--- src/rtl/uart_frame_loader.sv ---
// Framed memory loader: parses SYNC, ADDR, LEN, payload words and an XOR checksum
// from a UART byte stream and emits little-endian word writes.
`timescale 1ns/1ps
module uart_frame_loader #(
  parameter int                    DATA_WIDTH     = 8,
  parameter int                    WORD_BYTES     = 4,
  parameter int                    ADDR_WIDTH     = 8,
  parameter logic [DATA_WIDTH-1:0] SYNC_BYTE      = 8'hA5,
  parameter int                    TIMEOUT_CYCLES = 100000
) (
  input  logic                             clk,
  input  logic                             arst_n,
  input  logic                             rx_done,
  input  logic [DATA_WIDTH-1:0]            data_in,
  input  logic                             rx_error,
  output logic                             mem_we,
  output logic [ADDR_WIDTH-1:0]            mem_addr,
  output logic [WORD_BYTES*DATA_WIDTH-1:0] mem_wdata,
  output logic                             frame_done,
  output logic                             frame_error,
  output logic                             timeout_error,
  output logic                             busy
);

  localparam int WW  = WORD_BYTES * DATA_WIDTH;
  localparam int BIW = (WORD_BYTES > 1) ? $clog2(WORD_BYTES) : 1;
  localparam int TCW = (TIMEOUT_CYCLES > 1) ? $clog2(TIMEOUT_CYCLES) : 1;

  typedef enum logic [2:0] {S_IDLE, S_ADDR, S_LEN, S_DATA, S_CHECK} state_t;

  state_t                r_state, w_state_nx;
  logic [ADDR_WIDTH-1:0] r_start, w_start_nx;
  logic [DATA_WIDTH-1:0] r_len, w_len_nx;
  logic [BIW-1:0]        r_bidx, w_bidx_nx;
  logic [DATA_WIDTH-1:0] r_widx, w_widx_nx, w_widx_inc;
  logic [WW-1:0]         r_acc, w_acc_nx, w_word;
  logic [DATA_WIDTH-1:0] r_csum, w_csum_nx;
  logic [TCW-1:0]        r_tcnt, w_tcnt_nx;
  logic                  r_we, w_we_nx;
  logic [ADDR_WIDTH-1:0] r_addr, w_addr_nx;
  logic [WW-1:0]         r_wdata, w_wdata_nx;
  logic                  r_done, w_done_nx;
  logic                  r_ferr, w_ferr_nx;
  logic                  r_tout, w_tout_nx;

  assign w_widx_inc = r_widx + 1'b1;

  always_comb begin
    w_state_nx = r_state;
    w_start_nx = r_start;
    w_len_nx   = r_len;
    w_bidx_nx  = r_bidx;
    w_widx_nx  = r_widx;
    w_acc_nx   = r_acc;
    w_csum_nx  = r_csum;
    w_tcnt_nx  = r_tcnt;
    w_we_nx    = 1'b0;
    w_addr_nx  = r_addr;
    w_wdata_nx = r_wdata;
    w_done_nx  = 1'b0;
    w_ferr_nx  = 1'b0;
    w_tout_nx  = 1'b0;
    w_word     = r_acc;
    w_word[DATA_WIDTH*r_bidx +: DATA_WIDTH] = data_in;

    // Priority inside a frame: rx_error, then an accepted byte, then timeout expiry.
    if (r_state == S_IDLE) begin
      if (rx_done && !rx_error && (data_in == SYNC_BYTE)) begin
        w_state_nx = S_ADDR;
        w_csum_nx  = '0;
      end
    end else if (rx_error) begin
      w_state_nx = S_IDLE;
      w_ferr_nx  = 1'b1;
    end else if (rx_done) begin
      w_tcnt_nx = '0;
      w_csum_nx = r_csum ^ data_in;
      case (r_state)
        S_ADDR: begin
          w_start_nx = ADDR_WIDTH'(data_in);
          w_csum_nx  = data_in;
          w_state_nx = S_LEN;
        end
        S_LEN: begin
          w_len_nx   = data_in;
          w_bidx_nx  = '0;
          w_widx_nx  = '0;
          w_acc_nx   = '0;
          w_state_nx = (data_in == '0) ? S_CHECK : S_DATA;
        end
        S_DATA: begin
          w_acc_nx = w_word;
          if (r_bidx == BIW'(WORD_BYTES - 1)) begin
            w_we_nx    = 1'b1;
            w_addr_nx  = r_start + ADDR_WIDTH'(r_widx);
            w_wdata_nx = w_word;
            w_widx_nx  = w_widx_inc;
            w_bidx_nx  = '0;
            if (w_widx_inc == r_len) w_state_nx = S_CHECK;
          end else begin
            w_bidx_nx = r_bidx + 1'b1;
          end
        end
        S_CHECK: begin
          if (data_in == r_csum) w_done_nx = 1'b1;
          else                   w_ferr_nx = 1'b1;
          w_state_nx = S_IDLE;
        end
        default: w_state_nx = S_IDLE;
      endcase
    end else if (r_tcnt == TCW'(TIMEOUT_CYCLES - 1)) begin
      w_tout_nx  = 1'b1;
      w_state_nx = S_IDLE;
    end else begin
      w_tcnt_nx = r_tcnt + 1'b1;
    end

    if (w_state_nx == S_IDLE) begin
      w_tcnt_nx = '0;
      w_bidx_nx = '0;
      w_widx_nx = '0;
      w_acc_nx  = '0;
    end
  end

  always_ff @(posedge clk or negedge arst_n) begin
    if (!arst_n) begin
      r_state <= S_IDLE;
      r_start <= '0;
      r_len   <= '0;
      r_bidx  <= '0;
      r_widx  <= '0;
      r_acc   <= '0;
      r_csum  <= '0;
      r_tcnt  <= '0;
      r_we    <= 1'b0;
      r_addr  <= '0;
      r_wdata <= '0;
      r_done  <= 1'b0;
      r_ferr  <= 1'b0;
      r_tout  <= 1'b0;
    end else begin
      r_state <= w_state_nx;
      r_start <= w_start_nx;
      r_len   <= w_len_nx;
      r_bidx  <= w_bidx_nx;
      r_widx  <= w_widx_nx;
      r_acc   <= w_acc_nx;
      r_csum  <= w_csum_nx;
      r_tcnt  <= w_tcnt_nx;
      r_we    <= w_we_nx;
      r_addr  <= w_addr_nx;
      r_wdata <= w_wdata_nx;
      r_done  <= w_done_nx;
      r_ferr  <= w_ferr_nx;
      r_tout  <= w_tout_nx;
    end
  end

  assign mem_we        = r_we;
  assign mem_addr      = r_addr;
  assign mem_wdata     = r_wdata;
  assign frame_done    = r_done;
  assign frame_error   = r_ferr;
  assign timeout_error = r_tout;
  assign busy          = (r_state != S_IDLE);

endmodule

--- config.mk ---
export PLATFORM = sky130hd
export DESIGN_NAME = uart_frame_loader
export DESIGN_NICKNAME = d
export VERILOG_FILES = /design/src/rtl/uart_frame_loader.sv
export SDC_FILE = /design/constraint.sdc
export NUM_CORES = 1
export LEC_CHECK = 0
export ABC_AREA = 1
export BUFFER_PORTS_ARGS = -buffer_cell sky130_fd_sc_hd__clkbuf_2
export CAP_MARGIN = 20
export CORE_UTILIZATION = 60
export DETAILED_ROUTE_END_ITERATION = 10
export PLACE_DENSITY = 0.88
export SETUP_SLACK_MARGIN = 0.02
export SLEW_MARGIN = 20
export SYNTH_ARGS = -nofsm -noshare
export SYNTH_HDL_FRONTEND = slang
export SYNTH_SLANG_ARGS = --single-unit
--- constraint.sdc ---
create_clock -name clk -period 5.8 [get_ports clk]
set_input_delay 1.16 -clock clk [delete_from_list [all_inputs] [get_ports clk]]
set_output_delay 1.16 -clock clk [all_outputs]
set_load 0.02 [all_outputs]
==> reports/qor.csv <==
stage,metric,value,unit
outcome,status,completed,
detailed_routing,DRT Wirelength,16100,microns
cts,post-CTS sizing,0,
setup_path,CP Max Fanout,43,
timing,final-report setup violation count,0,
synth,post-synth net total,906,
finish,final net count,951,
detailed_routing,via density per instance,5.67,
synth,Syn. warnings,0,
job,max cap viols,0,
finish,Final Instance Area,0.00779,sq mm
setup_path,worst r2r src,r_widx[1],
placement,DPL Wire Length,10400,microns
placement,IO buf count,56,
cts,hold buffers post-CTS,0,
setup_path,r2r endpoint,r_acc[31],
setup_path,"Largest delay share family, worst path",buffers and inverters,
synth,Yosys cell types,38,
setup_path,Crit-path slowest cell,nand3_4,
global_route,pin count of the biggest net entering global routing,72,
synth,dominant cell type by area after synthesis,dfrtp_1,
global_route,GRT met2 Usage,44.1,%
cts,Clock Latency Late Sink,420,ps
synth,asr flop ratio synth,100,%
cts,H-tree depth,4,
setup_path,Reg2Reg Setup Slack,3010,ps
finish,synth-to-layout area growth,13.7,%
synth,synthesized area,0.00685,sq mm
cts,"Reg clk slew, reported paths",50,ps
setup_path,critical path arrival,3710,ps
global_route,GR Overflow Total,0,
detailed_routing,routed wire length per instance,15.0,microns
timing,Tmin final,3400,ps
cts,Root Driver,clkbuf_16,
cts,CTS Buffer Depth,2,
pwr,pwr/cell area,343,mW/mm^2
die,Die H,109,microns
timing,TNS Setup,0,ps
synth,post-synthesis area per instance,7.80,sq um
setup_path,endpoint class of the critical path,flop,
setup_path,type of the worst setup path,input port to flop,
timing,Worst Clk Skew,10.1,ps
detailed_routing,DR iter-0 viols,690,
timing,Hold Fails Final Rpt,0,
setup_path,CP required,6100,ps
die,Die ar.,0.0118,sq mm
die,Site Rows,38,
synth,"flops & latches, synth",130,
synth,synth top area cells,"dfrtp_1, nand2_1, o21ai_0",
finish,ratio of cells with drive above 1 in the final layout,12.2,%
timing,post-route clock period utilization,58.7,%
setup_path,max incr delay on CP,450,ps
pwr,Leak,0.00398,uW
placement,RD Place Congestion,0.897,
setup_path,CP cell instances,clkbuf_2 > inv_1 > nor2_2 > inv_1 > o21ai_0 > nand2_1 > inv_1 > a21oi_2 > nand3_4 > nand3_1 > nand2_1,
synth,top_reg_cell synth,dfrtp_1,
timing,worst slew pin tran,893,ps
synth,post-synthesis cell count,878,
synth,sequential area share after synthesis,47.5,%
detailed_routing,drt pass-1 iters,6,
pwr,worst vdd ir,0.359,mV
hold_path,Hold Path Class,flop to flop,
detailed_routing,drt drc,0,
timing,RSZ-0062 raised after global routing,no,
global_route,initial antenna violation count,0,
die,core area,0.0110,sq mm
setup_path,crit path buf inv count,4,
hold_path,worst hold stages,2,
timing,fmax,0.294,GHz
global_route,met1 usage,40.8,%
timing,max_slew headroom,40.5,%
global_route,first-pass GRT wire length,26400,microns
placement,Area after DPL,0.00716,sq mm
global_route,vias in the first global route,5594,
cts,CTS tree,built,
synth,Post-synth EDFFs,0,
hold_path,HP Start,mem_wdata[5],
finish,Antenna Cells,0,
die,die width,109,microns
timing,Max Transition Viols Final,0,
global_route,grt met3 use,6.99,%
global_route,overall routing resource usage,29.2,%
cts,TritonCTS buffer count,17,
detailed_routing,vias,6099,
global_route,gr busiest metal,met2,
cts,post-CTS setup buffers,0,
synth,Yosys top cell area share,47.5,%
cts,clk sinks,130,
setup_path,startpoint types,input port,
die,Initial Util,62.3,%
detailed_routing,antenna-violating nets left,0,
setup_path,CP most frequent cell,inv_1,
hold_path,Hold Crit Endpoint,mem_wdata[5],
die,IO Pins,57,
setup_path,worst r2r path cells,14,
==> registers in the layout, indices dropped and copies added, names as in the netlist, 2 cells and up <==
signal,flops
r_acc,32
r_tcnt,17
mem_wdata,32
r_csum,8
r_widx,8
r_state,3
r_bidx,2
r_start,8
r_len,8
mem_addr,8
==> cells by family after synthesis <==
| logic type | after synthesis | share of synthesized area (%) |
|---|---|---|
| AOI/OAI and AO/OA | 105 | 8.70 |
| and+or+nand+nor | 483 | 30.1 |
| DFF | 130 | 47.5 |
| buffers and inverters | 114 | 6.83 |
| adders and majority gates | 16 | 3.03 |
| xor gates and xnor gates | 30 | 3.84 |
==> report_power, final <==
part | leakage (uW) | total, uW | switching, uW | internal, uW
Combinational | 0.00190 | 548 | 394 | 154
Sequential | 0.00180 | 1060 | 60.9 | 994
Clock | 0.000277 | 1070 | 420 | 650
Total | 0.00398 | 2670 | 875 | 1800
==> worst register-to-register path, cell delays in order, from the launching register on <==
cell and delay, ps:
dfrtp_1 460, ha_1 250, nand2_1 120, nor2_2 160, nand2_1 90, nand3b_1 100, nand3_1 80, nor2_2 150
nand3_1 100, nand2_2 80, nand3_2 90, a21oi_2 190, nand3_4 450, nand3_1 270, nand2_1 60
==> cell type report <==
type                    count  area, sq um
well taps                 140          175
clock inverters            13          151
clock buffers              19          443
fillers                   815         3200
repair buffers             61          340
multi-input cells         634         3130
inverters                  79          297
flip-flops and latches    130         3250
==> through the flow <==
step                      total power, uW  hold slack, ps  worst slack (ps)  std cells  util, %
after global placement               1590             463              2050       1043     65.2
after detailed placement             1610             465              1970       1043     65.2
after CTS                            2680             480              2390       1075     70.6
after global routing                 2810             505              2170       1076     70.9
after floorplan                      1510             459              3230        878        -
final                                2670             474              2400       1076     70.9
==> cell usage after synthesis, drive strengths merged (3+ instances only) <==
cell,number
nand3,64
nand3b,3
nor2,61
dfrtp,130
xor2,17
or2,3
clkbuf,27
nor3,9
a21oi,10
nand2,323
buf,8
nand4,18
clkinv,3
o22ai,16
o2111ai,8
o21ai,65
ha,15
inv,76
xnor2,13
==> cells in the final DEF (no fill, tap or decap), types with 4 or more instances in the layout <==
master / n
ha_1: 15
nand3_2: 7
inv_6: 4
nand4_1: 18
clkbuf_16: 17
nand3_1: 56
o2111ai_1: 8
o22ai_1: 16
nor2_1: 54
a21oi_1: 9
nor2_2: 4
buf_4: 5
o21ai_0: 63
clkinvlp_4: 4
nand2_1: 320
xor2_1: 17
nor3_1: 9
xnor2_1: 13
clkbuf_2: 55
inv_1: 75
dfrtp_1: 130
==> worst max path at each step <==
stage,depth (start not counted),endpoint,start
global route,11,r_acc[31],rx_done
floorplan,12,r_tcnt[16],data_in[2]
detailed placement,8,mem_wdata[16],rx_done
finish,11,r_acc[31],rx_done
global placement,11,r_tcnt[13],rx_done
CTS,8,mem_wdata[8],rx_done
==> metal layers <==
layer  share of wire, %  wire (microns)
met1                 43            6930
met2                 46            7430
met3                8.6            1380
met4                2.3             377
met5                  0               0
No activity file was read; power rests on OpenSTA's default activity.
